==> src/rtl/toggle_event_rx_pkg.sv <==
// Shared types and default parameters for the
// toggle-encoded event receiver.
package toggle_event_rx_pkg;

    localparam int DEF_SYNC_STAGES = 2;
    localparam int DEF_PEND_DEPTH  = 8;
    localparam int DEF_CNT_W       = 8;

    // Width of the pending-event counter
    localparam int PEND_W = 4;

    // Warm-up counter must reach SYNC_STAGES (max 4)
    localparam int WARM_W = 3;

    typedef enum logic [0:0] {
        ST_WARMUP = 1'b0,
        ST_RUN    = 1'b1
    } rx_state_e;

endpackage

==> src/rtl/sync_ff_chain.sv <==
// Multi-stage flop chain for bringing an asynchronous
// level into the clk domain.
module sync_ff_chain #(
    parameter int STAGES = 2
) (
    input  logic clk,
    input  logic reset,
    input  logic d,
    output logic q
);

    logic [STAGES-1:0] r_chain;

    // Shift the raw input through the chain, cleared on reset
    always_ff @(posedge clk) begin
        if (reset) begin
            r_chain <= '0;
        end else begin
            r_chain <= {r_chain[STAGES-2:0], d};
        end
    end

    assign q = r_chain[STAGES-1];

endmodule

==> src/rtl/toggle_event_rx.sv <==
// Receives toggle-encoded events from an async T latch,
// queues them as a pending count with a valid/ready drain.
module toggle_event_rx
    import toggle_event_rx_pkg::*;
#(
    parameter int SYNC_STAGES = DEF_SYNC_STAGES,
    parameter int PEND_DEPTH  = DEF_PEND_DEPTH,
    parameter int CNT_W       = DEF_CNT_W
) (
    input  logic              clk,
    input  logic              reset,
    input  logic              t_in,
    input  logic              evt_ready,
    input  logic              ovf_clr,
    output logic              evt_pulse,
    output logic              evt_valid,
    output logic [PEND_W-1:0] pending,
    output logic [CNT_W-1:0]  event_count,
    output logic              overflow
);

    logic              w_sync;
    logic              w_hs;
    logic              w_full;
    logic              w_drop;

    rx_state_e         r_state;
    logic [WARM_W-1:0] r_wcnt;
    logic              r_ref;
    logic              r_pulse;
    logic [PEND_W-1:0] r_pending;
    logic [CNT_W-1:0]  r_count;
    logic              r_ovf;

    sync_ff_chain #(
        .STAGES (SYNC_STAGES)
    ) u_sync (
        .clk   (clk),
        .reset (reset),
        .d     (t_in),
        .q     (w_sync)
    );

    assign w_hs   = evt_valid && evt_ready;
    assign w_full = (r_pending == PEND_W'(PEND_DEPTH));
    assign w_drop = r_pulse && w_full && !w_hs;

    // Warm up until the chain holds a real sample, then
    // flag every change of the synchronized level
    always_ff @(posedge clk) begin
        if (reset) begin
            r_state <= ST_WARMUP;
            r_wcnt  <= '0;
            r_ref   <= 1'b0;
            r_pulse <= 1'b0;
        end else begin
            case (r_state)
                ST_WARMUP: begin
                    r_pulse <= 1'b0;
                    if (r_wcnt == WARM_W'(SYNC_STAGES)) begin
                        r_state <= ST_RUN;
                        r_ref   <= w_sync;
                    end else begin
                        r_wcnt <= r_wcnt + WARM_W'(1);
                    end
                end
                ST_RUN: begin
                    r_pulse <= (w_sync != r_ref);
                    r_ref   <= w_sync;
                end
                default: begin
                    r_state <= ST_WARMUP;
                    r_pulse <= 1'b0;
                end
            endcase
        end
    end

    // Pending count: add on pulse, remove on handshake,
    // hold when both happen or when a full queue drops
    always_ff @(posedge clk) begin
        if (reset) begin
            r_pending <= '0;
        end else if (r_pulse && !w_hs && !w_full) begin
            r_pending <= r_pending + PEND_W'(1);
        end else if (!r_pulse && w_hs) begin
            r_pending <= r_pending - PEND_W'(1);
        end
    end

    // Count every detected toggle, dropped ones included
    always_ff @(posedge clk) begin
        if (reset) begin
            r_count <= '0;
        end else if (r_pulse) begin
            r_count <= r_count + CNT_W'(1);
        end
    end

    // Sticky overflow; a fresh drop beats a clear
    always_ff @(posedge clk) begin
        if (reset) begin
            r_ovf <= 1'b0;
        end else if (w_drop) begin
            r_ovf <= 1'b1;
        end else if (ovf_clr) begin
            r_ovf <= 1'b0;
        end
    end

    assign evt_pulse   = r_pulse;
    assign evt_valid   = (r_pending != '0);
    assign pending     = r_pending;
    assign event_count = r_count;
    assign overflow    = r_ovf;

endmodule

==> config.mk <==
export PLATFORM = sky130hd
export DESIGN_NAME = toggle_event_rx
export DESIGN_NICKNAME = d
export VERILOG_FILES = /design/src/rtl/toggle_event_rx_pkg.sv /design/src/rtl/sync_ff_chain.sv /design/src/rtl/toggle_event_rx.sv
export SDC_FILE = /design/constraint.sdc
export NUM_CORES = 1
export LEC_CHECK = 0
export ABC_AREA = 1
export CAP_MARGIN = 20
export CORE_MARGIN = 1
export CORE_UTILIZATION = 45
export DETAILED_ROUTE_END_ITERATION = 12
export PLACE_DENSITY = 0.79
export SYNTH_ARGS = -nofsm -noshare
export SYNTH_HDL_FRONTEND = slang
export SYNTH_HIERARCHICAL = 1
export SYNTH_SLANG_ARGS = --single-unit
==> constraint.sdc <==
create_clock -name clk -period 3 [get_ports clk]
set_input_delay 0.45 -clock clk [delete_from_list [all_inputs] [get_ports clk]]
set_output_delay 0.45 -clock clk [all_outputs]
set_load 0.05 [all_outputs]
==> results of run 1 <==
[sequential cells by signal, summed over array words and instances (netlist names)]
register / flops
r_ref: 1
r_wcnt: 3
overflow: 1
event_count: 8
u_sync/r_chain: 2
r_state: 1
evt_pulse: 1
pending: 4
[area by class of cell]
cell class	count	area (um^2)
well taps	27	33.8
fillers	176	779
clock inverters	1	7.51
inverters	16	60.1
flip-flops and latches	21	420
repair buffers	19	190
clock buffers	3	22.5
multi-input cells	83	468
[logic make-up (layout without fill, tap and decap cells)]
| family | Yosys count | after routing | share of synthesized area |
|---|---|---|---|
| AO/OA/AOI/OAI | 24 | 24 | 0.135 |
| XOR/XNOR | 2 | 2 | 0.0181 |
| adder cells (fa/ha/maj) | 6 | 6 | 0.0854 |
| buffers and inverters | 18 | 39 | 0.0815 |
| flip-flops | 21 | 21 | 0.435 |
| AND/OR/NAND/NOR | 51 | 51 | 0.246 |
[worst paths after layout]
path / startpoint / to / slack, ns
worst min register to register: u_sync/r_chain[0]$_SDFF_PP0_ / u_sync/r_chain[1]$_SDFF_PP0_ / 0.42
worst max-delay path: evt_pulse$_SDFF_PP0_ / evt_pulse / 0.75
worst max register to register: pending[1]$_SDFFE_PP0P_ / pending[3]$_SDFFE_PP0P_ / 1.17
worst min-delay path: u_sync/r_chain[0]$_SDFF_PP0_ / u_sync/r_chain[1]$_SDFF_PP0_ / 0.42
[layout by cell type (no fill, tap or decap)]
cell,synthesis,layout
o21ai_0,9,9
nor2_2,2,2
a21oi_1,11,11
nor3_1,4,4
dfxtp_1,21,21
clkdlybuf4s50_1,0,19
clkinvlp_4,0,1
ha_1,5,5
a21oi_2,1,1
nand4_1,2,2
nand3_2,2,2
xor2_1,1,1
inv_1,14,14
nand3_1,4,4
o211ai_1,1,1
nand2_1,12,12
nand2_2,3,3
a31oi_1,1,1
xnor2_1,1,1
clkbuf_4,0,3
inv_2,2,2
fa_1,1,1
nor2_1,21,21
a21o_1,1,1
nor3_2,1,1
[metal layers]
metal,vias to the layer above,wire [um]
met1,375,886
met4,0,14
met2,16,894
li1,436,-
met5,-,0
met3,2,66
[power breakdown]
group,switching (uW),internal [uW],leakage [uW]
logic,268,153,0.000293
clock network,91.5,50.8,0.0000139
registers,55.7,327,0.000172
[metrics by stage]
| stage | instances | instance area [um^2] |
|---|---|---|
| global route | 170 | 1200 |
| CTS | 170 | 1200 |
| finish | 170 | 1200 |
| floorplan | 122 | 967 |
| detailed placement | 166 | 1170 |
| global placement | 166 | 1170 |
==> key figures, run 1 <==
Clock network
  • Total CTS buffers: 3
  • Root buffer cell: clkbuf_4
  • Htree depth: 1
  • CTS tree: built
  • # clock sinks: 21
  • Post-CTS resize count: 0
  • Skew-Pair Late Insertion Delay: 0.31 ns
  • Post-cts hold buffer count: 0
  • CTS clock-pin slew for the worst setup and hold paths: 0.12 ns
  • Post-CTS Setup Inserts: 0
  • CTS max path bufs: 2

Worst setup path
  • Required @ worst endpoint: 2.55 ns
  • CP endpoint kind: output pin
  • CP Depth: 1
  • Delay-heaviest family, CP: buffers and inverters
  • Slowest stage delay, CP: 0.88 ns
  • Worst-path maximum fanout: 10
  • R2R depth: 12
  • CP startpoint kind: flop
  • CP max stage cell: clkdlybuf4s50_1
  • Critical path buffer and inverter count: 1
  • Crit Path Category: flop to output pin
  • WP data arrival: 1.80 ns
  • Worst-path cell chain: clkdlybuf4s50_1

Timing
  • Final critical-path required period: 2.25 ns
  • Worst Tran Pin Value: 0.517 ns
  • Fin crit share: 0.749
  • WHS: 0.418 ns
  • Max_slew headroom: 0.654
  • Upper clock frequency limit: 0.445 GHz
  • Unrepaired setup endpoints after global routing: no
  • Max-slew violations: 0
  • Setup violations, final: 0
  • Worst Setup Slack, final: 0.752 ns
  • Final Hold Vio Count: 0
  • Worst Clk Skew: 0.00473 ns
  • Fin Setup TNS: 0 ns

GRT
  • Largest net degree at the start of global routing: 14
  • Gr usage total: 0.181
  • Met2 usage: 0.326
  • Initial antenna violation count: 0
  • Layer with the highest usage: met2
  • First-pass GRT wire length: 3280 um
  • Grt ovf: 0
  • Vias in the first global route: 788
  • GRT met3 Usage: 0.0472
  • GR Layer Usage met1: 0.212

Floorplan
  • CORE AREA: 1980 um^2
  • Die Y: 48.4 um
  • Die ar.: 2340 um^2
  • Initial Util: 0.488
  • Row cnt: 16
  • IO Count: 20
  • Die W: 48.4 um

Yosys
  • Synthesized area: 967 um^2
  • Mapped Cells: 122
  • Syn_nets: 133
  • Distinct cells, synth: 24
  • Seq cells post-synth: 21
  • Most instantiated cells after synthesis: dfxtp_1 (21), nor2_1 (21), inv_1 (14)
  • Synth top area share: 0.435
  • Primary FF master, synth: dfxtp_1
  • Async S/R FF share, synth: 0
  • Post-synth EDFFs: 0
  • Seq/Total Area, Yosys: 0.435
  • Synth area leaders: dfxtp_1 (43%), nor2_1 (8.2%), ha_1 (6.5%), a21oi_1 (5.7%), inv_1 (5.4%)
  • Yosys top cell by area: dfxtp_1
  • Avg Cell Area, Syn: 7.93 um^2
  • Warning count from the yosys run: 6

Detailed routing
  • Via count: 829
  • Post-DRT Antenna Nets: 0
  • Initial DRC count: 13
  • DR DRC count: 0
  • Drt first pass iters: 4
  • WL/cell: 10.9 um
  • Vias per cell: 4.88
  • Final wirelength: 1860 um

Layout
  • Final core utilization: 0.607
  • Area growth syn-to-layout: 24.3%
  • Ratio of cells with drive above 1 in the final layout: 0.105
  • # diodes: 0
  • Final Net Count: 155

Hold path
  • HP Class: flop to flop
  • Worst Hold Depth: 2

Place
  • Setup WS pre-CTS: 0.920 ns
  • GPL Wtd Cong: 0.776
  • Port buffer count: 19
  • HPWL after detailed placement: 1380 um

Pwr
  • Leak Pwr: 0.000478 uW
  • Worst vdd ir: 0.546 mV
  • Power, Total: 946 uW
  • Pwr dens: 787 nW/um^2

Outcome
  • Status: finished clean

Flow run
  • Max-capacitance violation count: 0
Power figures use the tool's default switching activity.
==> inputs of run 2 (changes only) <==
- CORE_UTILIZATION: 45 -> 44
- PLACE_DENSITY: 0.79 -> 0.8
- clock period: 3 -> 1.8 ns (I/O delays scaled with it)
==> key figures, run 2 (synthesis results as in run 1) <==
Timing
  • Fin crit share: 0.967
  • Upper clock frequency limit: 0.574 GHz
  • Final Hold Vio Count: 0 (unchanged)
  • Max-slew violations: 0 (unchanged)
  • Final critical-path required period: 1.74 ns
  • Setup violations, final: 0 (unchanged)
  • Worst Tran Pin Value: 0.512 ns (-0.00537 ns)
  • Max_slew headroom: 0.658 (+0.00359)
  • Worst Clk Skew: 0.000829 ns (-0.00390 ns)
  • Unrepaired setup endpoints after global routing: yes

Worst setup path
  • Slowest stage delay, CP: 0.81 ns (-0.07 ns)
  • Worst-path maximum fanout: 2 (-8)
  • WP data arrival: 1.47 ns (-0.33 ns)
  • CP endpoint kind: output pin
  • Delay-heaviest family, CP: buffers and inverters
  • Critical path buffer and inverter count: 1 (unchanged)
  • Worst-path cell chain: clkdlybuf4s50_1
  • Crit Path Category: flop to output pin
  • CP max stage cell: clkdlybuf4s50_1
  • CP startpoint kind: flop
  • Required @ worst endpoint: 1.53 ns (-1.02 ns)

Floorplan
  • Initial Util: 0.478 (-0.00966)
  • Die Y: 48.9 um (+1.1%)
  • IO Count: 20 (unchanged)
  • Row cnt: 16 (unchanged)
  • Die W: 48.9 um (+1.1%)
  • CORE AREA: 2020 um^2 (+2.0%)
  • Die ar.: 2390 um^2 (+2.2%)

Clock network
  • Post-CTS resize count: 4 (+4)
  • CTS max path bufs: 2 (unchanged)
  • Post-cts hold buffer count: 0 (unchanged)
  • Total CTS buffers: 3 (unchanged)
  • CTS clock-pin slew for the worst setup and hold paths: 0.12 ns (about the same)
  • Htree depth: 1 (unchanged)
  • Skew-Pair Late Insertion Delay: 0.30 ns (about the same)
  • Post-CTS Setup Inserts: 0 (unchanged)
  • Root buffer cell: clkbuf_4
  • # clock sinks: 21 (unchanged)
  • CTS tree: built

Flow run
  • Max-capacitance violation count: 0 (unchanged)

Pwr
  • Pwr dens: 1320 nW/um^2 (+68%)
  • Clk pwr share: 0.144 (-0.006)
  • Combinational share of power: 0.448 (+0.003)
  • Switching power total: 725 uW (+75%)
  • Worst vdd ir: 1.02 mV (+86%)
  • Seq pwr share: 0.409 (+0.005)
  • Switching Share: 0.447 (+0.00819)
  • Power, Total: 1620 uW (+72%)
  • Int Pwr: 898 uW (+69%)
  • Leak Pwr: 0.000550 uW (+15%)

Detailed routing
  • Metal2 WL: 949 um (+6.2%)
  • Max Used Layer: met4
  • Wl on met1: 893 um (+0.79%)
  • Initial DRC count: 16 (+3)
  • Final wirelength: 1900 um (+2.3%)
  • WL/cell: 11.1 um (+1.1%)
  • Vias per cell: 4.97 (+1.9%)
  • Drt first pass iters: 4 (unchanged)
  • Met3 Wirelength: 51 um (-23%)
  • Via count: 855 (+3.1%)
  • Post-DRT Antenna Nets: 0 (unchanged)
  • DR DRC count: 0 (unchanged)

Layout
  • Area growth syn-to-layout: 27.0%
  • Final Net Count: 157 (+1.3%)
  • FILL cells: 180 (+2.3%)
  • Most frequent cells in the layout: nor2_1 (20), dfxtp_1 (16), inv_1 (14), nand2_1 (12)
  • Commonest non-fill, non-tap cell in the layout: nor2_1
  • Finished layout cell area: 1230 um^2 (+2.2%)
  • Max reg flops: 8 (unchanged)
  • # diodes: 0 (unchanged)
  • Ratio of cells with drive above 1 in the final layout: 0.221 (+0.116)

Place
  • GPL Wtd Cong: 0.760 (-2.0%)
  • Port buffer count: 19 (unchanged)
  • HPWL after detailed placement: 1420 um (+2.5%)
  • Cell Area, Placed: 1190 um^2 (+1.8%)

Hold path
  • HP Class: flop to flop

GRT
  • Initial antenna violation count: 0 (unchanged)
  • Gr usage total: 0.177 (-0.00335)
  • Grt ovf: 0 (unchanged)
  • Vias in the first global route: 782 (-0.76%)
  • First-pass GRT wire length: 3260 um (-0.43%)
  • Largest net degree at the start of global routing: 14 (unchanged)

Outcome
  • Status: finished clean
## run 2: cell type report
class	instances	area, um^2	share of cell area
multi-input cells	83	493	0.401
flip-flops and latches	21	432	0.351
repair buffers	21	180	0.147
inverters	16	60.1	0.0489
well taps	27	33.8	0.0275
clock buffers	3	22.5	0.0183
clock inverters	1	7.51	0.00611
## run 2: through the flow
step                setup WS [ns]  utilization  setup TNS, ns  cells  hold slack (ns)
CTS                        0.0150        0.603              0    172            0.417
global route              -0.0386        0.608        -0.0386    172            0.445
floorplan                 0.00660            -              0    122            0.339
global placement          -0.0108        0.590        -0.0108    168            0.391
finish                     0.0585        0.608              0    172            0.414
detailed placement        -0.0922        0.590        -0.0922    168            0.399
## run 2: power by group through the flow
stage	Sequential [uW]	Combinational [uW]	Clock [uW]
after floorplan	787	433	0
final	663	726	233
after detailed placement	674	727	0
after CTS	663	722	250
after global placement	665	700	0
after global routing	678	795	267
## run 2: layer usage
metal / global-route usage / vias to the layer above
li1: - / 442
met2: 0.289 / 13
met4: 0.103 / 0
met3: 0.0280 / 2
met5: 0 / -
met1: 0.220 / 398
## run 2: path summary, 6_finish.rpt
kind | start | end | slack (ns) | depth (start not counted)
worst max-delay path | overflow$_SDFFE_PP0P_ | overflow | 0.06 | 1
worst min-delay path | u_sync/r_chain[0]$_SDFF_PP0_ | u_sync/r_chain[1]$_SDFF_PP0_ | 0.41 | 2
worst max register to register | pending[1]$_SDFFE_PP0P_ | pending[3]$_SDFFE_PP0P_ | 0.08 | 11
worst min register to register | u_sync/r_chain[0]$_SDFF_PP0_ | u_sync/r_chain[1]$_SDFF_PP0_ | 0.41 | 2
## run 2: worst min-delay path: stages, from the launching register on
cell	delay (ns)
dfxtp_1	0.32
inv_1	0.04
nor2_1	0.03
==> inputs of run 3 (changes only) <==
- CELL_PAD_IN_SITES_DETAIL_PLACEMENT: unset -> 1
- CELL_PAD_IN_SITES_GLOBAL_PLACEMENT: unset -> 1
- CORE_UTILIZATION: 44 -> 32
==> key figures, run 3 (synthesis results as in run 1) <==
Pwr
  • Pwr dens: 1390 nW/um^2 (+5.4%)
  • Int Pwr: 1010 uW (+13%)
  • Combinational share of power: 0.508 (+0.060)
  • Switching Share: 0.448 (+0.00102)
  • Worst vdd ir: 0.541 mV (-47%)
  • Clk pwr share: 0.126 (-0.018)
  • Switching power total: 819 uW (+13%)
  • Power, Total: 1830 uW (+13%)
  • Leak Pwr: 0.000574 uW (+4.3%)
  • Seq pwr share: 0.366 (-0.043)

Layout
  • Most frequent cells in the layout: buf_4 (20), nor2_1 (19), dfxtp_1 (16), inv_1 (14)
  • Commonest non-fill, non-tap cell in the layout: buf_4
  • Final Net Count: 164 (+4.5%)
  • # diodes: 0 (unchanged)
  • Max reg flops: 8 (unchanged)
  • Ratio of cells with drive above 1 in the final layout: 0.309 (+0.0885)
  • Area growth syn-to-layout: 35.8%

Worst setup path
  • Crit Path Category: flop to flop
  • R2R Setup Slk: 0.07 ns (about the same)
  • CP Launch Point: pending[0]$_SDFFE_PP0P_
  • Reg2reg end: pending[3]$_SDFFE_PP0P_
  • Worst R2R Start: pending[0]$_SDFFE_PP0P_
  • Required @ worst endpoint: 2.01 ns (+0.48 ns)
  • Worst-path maximum fanout: 4 (+2)
  • WP data arrival: 1.93 ns (+0.46 ns)
  • CP startpoint kind: flop
  • R2R depth: 10 (-1)
  • CP endpoint kind: flop

Timing
  • Worst Clk Skew: 0.00152 ns (+0.000689 ns)
  • Max-slew violations: 0 (unchanged)
  • Worst Tran Pin Value: 0.489 ns (-0.0227 ns)
  • Setup violations, final: 0 (unchanged)
  • Upper clock frequency limit: 0.579 GHz (+0.91%)
  • Worst Setup Slack, final: 0.0742 ns (+0.0156 ns)
  • Final Hold Vio Count: 0 (unchanged)
  • WHS: 0.432 ns (+0.0187 ns)
  • Final critical-path required period: 1.73 ns (-0.0156 ns)
  • Max_slew headroom: 0.673 (+0.0152)
  • Unrepaired setup endpoints after global routing: yes
  • Fin crit share: 0.959 (-0.00868)

Clock network
  • CTS max path bufs: 2 (unchanged)
  • CTS clock-pin slew for the worst setup and hold paths: 0.12 ns (about the same)
  • # clock sinks: 21 (unchanged)
  • Htree depth: 1 (unchanged)
  • Total CTS buffers: 3 (unchanged)
  • Root buffer cell: clkbuf_4
  • Skew-Pair Late Insertion Delay: 0.30 ns (about the same)
  • CTS tree: built

GRT
  • Largest net degree at the start of global routing: 14 (unchanged)
  • Vias in the first global route: 932 (+19%)
  • Initial antenna violation count: 0 (unchanged)
  • Gr usage total: 0.174 (-0.00365)
  • First-pass GRT wire length: 4270 um (+31%)
  • Grt ovf: 0 (unchanged)

Floorplan
  • Die Y: 57.0 um (+17%)
  • Die ar.: 3250 um^2 (+36%)
  • Initial Util: 0.345 (-0.134)
  • Die W: 57.0 um (+17%)
  • Row cnt: 19 (+3)
  • CORE AREA: 2810 um^2 (+39%)
  • IO Count: 20 (unchanged)

Detailed routing
  • Initial DRC count: 20 (+4)
  • Via count: 924 (+8.1%)
  • Post-DRT Antenna Nets: 0 (unchanged)
  • DR DRC count: 0 (unchanged)
  • Final wirelength: 2690 um (+41%)
  • Vias per cell: 5.05 (+1.6%)
  • Drt first pass iters: 4 (unchanged)
  • WL/cell: 14.7 um (+33%)

Flow run
  • Max-capacitance violation count: 0 (unchanged)

Outcome
  • Status: finished clean

Place
  • HPWL after detailed placement: 1920 um (+35%)
  • Setup WS pre-CTS: -0.145 ns (-0.0524 ns)
  • GPL Wtd Cong: 0.772 (+1.6%)
  • Port buffer count: 19 (unchanged)

Hold path
  • Worst Hold Depth: 2 (unchanged)
  • Hold path start: u_sync/r_chain[0]$_SDFF_PP0_
  • Hold endpoint: u_sync/r_chain[1]$_SDFF_PP0_
  • HP Class: flop to flop
==> run 3: changes by cell type in the layout (fill, tap and decap cells not counted), sizes merged <==
cell,previous run,this run
dlymetal6s2s,1,0
dlygate4sd2,4,3
buf,11,20
clkbuf,3,4
clkinvlp,1,0
==> run 3: timing repair <==
| action | 4_1_cts | 5_1_grt |
|---|---|---|
| gates resized for setup | 3 | 10 |
| buffers inserted | 0 | 6 |
| pin swaps | 0 | 5 |
| endpoints found under the setup margin | 3 | 1 |
| hold buffers | 0 | 0 |
| endpoints found under the hold margin | 0 | 0 |
==> run 3: worst max-delay path by stage <==
stage | end | slack [ns] | cells past startpoint
after floorplan | pending[3]$_SDFFE_PP0P_ | 0.007 | 12
after global placement | pending[3]$_SDFFE_PP0P_ | 0.02 | 11
after detailed placement | pending[3]$_SDFFE_PP0P_ | -0.14 | 10
after CTS | pending[3]$_SDFFE_PP0P_ | 0.005 | 11
after global routing | pending[3]$_SDFFE_PP0P_ | -0.03 | 10
final | pending[3]$_SDFFE_PP0P_ | 0.07 | 10
==> run 3: area by class of cell <==
type,count,area (um^2)
clock buffer,4,26.3
fill,356,1490
inverter,16,60.1
multi-input combinational,83,528
sequential,21,434
tap,31,38.8
timing repair buffer,28,226
==> run 3: per-layer routing <==
metal	share of wire	GRT usage
met4	0.0086	0.0767
met2	0.56	0.319
met3	0.022	0.0272
met1	0.41	0.197
met5	0	0
==> run 3: metrics by stage <==
step	cell area, um^2	cells	setup TNS [ns]	util
final	1310	183	0	0.468
after global routing	1310	183	-0.0251	0.468
after detailed placement	1200	173	-0.145	0.428
after CTS	1220	177	0	0.436
after global placement	1200	173	0	0.428
after floorplan	996	122	0	-
==> run 3: power groups by stage <==
stage | Sequential, uW | Clock, uW | Combinational, uW
2_1_floorplan | 787 | 0 | 433
3_3_place_gp | 667 | 0 | 706
3_5_place_dp | 678 | 0 | 761
4_1_cts | 668 | 237 | 763
5_1_grt | 682 | 258 | 1010
6_report | 669 | 231 | 930
==> run 3: worst max-delay path, cell delays in order (launching register included) <==
cell     delay [ns]
dfxtp_4        0.39
nor2_4         0.16
nand2_4        0.07
nand2_4        0.07
nand3_4        0.10
ha_1           0.36
a21o_1         0.20
nand2_1        0.09
nand3_1        0.08
nand2_1        0.06
nor2_1         0.05
==> patch (flow settings as in run 2) <==
The package constant `DEF_CNT_W` goes from 8 to 10.
--- a/src/rtl/toggle_event_rx_pkg.sv
+++ b/src/rtl/toggle_event_rx_pkg.sv
@@ -4,7 +4,7 @@
 
     localparam int DEF_SYNC_STAGES = 2;
     localparam int DEF_PEND_DEPTH  = 8;
-    localparam int DEF_CNT_W       = 8;
+    localparam int DEF_CNT_W       = 10;
 
     // Width of the pending-event counter
     localparam int PEND_W = 4;
Interface: changed (resized event_count); port bits go from 20 to 22. The function was not compared with the original's and may differ.
==> patch against run 2 <==
  * Sequential share of layout area down 1.0 points
  * Sequential cell count rose by 2
  * Global-route usage up 1.8 points
  * Setup slack worse by 0.019 ns
  * Wire length up 25%
  * First-iteration DRC count shrank 25%
  * Cell area increased by 13%
  * Critical path depth stayed put
  * Total power increased by 10%
  * Area after synthesis rose by 9.7%
  * Clock skew up 0.013 ns
  * Die area rose by 9.3%
  * Final cell count up 12%
  * Largest cell class unchanged
  * Largest power group unchanged
==> patch: results (changes against run 2) <==
metric;value;unit;change
layout-drive-gt1-share;0.206;;was 0.221
clk_share;0.0198;;was 0.0244
cts-root-buf;clkbuf_4;;unchanged
dp_hpwl;1660;um;was 1420 um
grt_max_degree;15;;was 14
bufAreaShareNonClock;0.173;;was 0.147
whs;0.408;ns;was 0.414 ns
syn_area_per_cell;7.80;um2;was 7.93 um2
nMultiInputCombCells;93;;was 83
clock_latency;0.32;ns;was 0.30 ns
wl_per_cell;12.3;um;was 11.1 um
multi_input_area_share;0.394;;was 0.401
final_util;0.623;;was 0.608
inv_count;17;;was 16
largest_reg_flops;10;;was 8
clk_pin_slew;0.14;ns;was 0.12 ns
grt_usage;0.195;;was 0.177
r2r.worst_path.cells;12;;was 11
synth_area_leaders;dfxtp_1, nor2_1, ha_1;;unchanged
port_buffers;21;;was 19
grt_pass1_wl;3750;um;was 3260 um
arrival;1.49;ns;was 1.47 ns
grt_pass1_vias;887;;was 782
tightestPinTransition;0.495;ns;was 0.512 ns
status;complete, no violations;;unchanged
place_ws;-0.128;ns;was -0.0922 ns
fin_skew;0.0134;ns;was 0.000829 ns
synth_fp_nets;147;;was 133
cts_sinks;23;;was 21
crit_path_end;pending[1];;was overflow
seq_area;474;um2;was 432 um2
nNonClkBuffers;28;;was 21
placed_cells;184;;was 168
gp_congestion;0.828;;was 0.760
-- patch: cell types whose count changed after synthesis, moves of 2 or more --
cell / before / now
nor2_1: 21 / 26
nand2_1: 12 / 15
dfxtp_1: 21 / 23
inv_1: 14 / 16
inv_2: 2 / 0
nand3_1: 4 / 6
o21ai_0: 9 / 11
xor2_1: 1 / 3
-- patch: power breakdown --
group | internal, W | switching [W] | total (W)
logic | 0.000309 | 0.000542 | 0.000851
clock network | 0.0000831 | 0.000164 | 0.000247
registers | 0.000606 | 0.0000870 | 0.000693
-- patch: logic make-up after synthesis --
family / count (synthesis) / share of synthesized area
and+or+nand+nor: 59 / 0.255
AOI/OAI and AO/OA: 24 / 0.118
DFF: 23 / 0.434
buffers and inverters: 20 / 0.0825
adders and majority gates: 6 / 0.0778
xor gates and xnor gates: 4 / 0.0330
-- patch: per-layer routing --
metal | wire, um | track usage
met5 | 0 | 0
met4 | 57 | 0.120
met3 | 74 | 0.0387
met2 | 1150 | 0.316
met1 | 1100 | 0.237
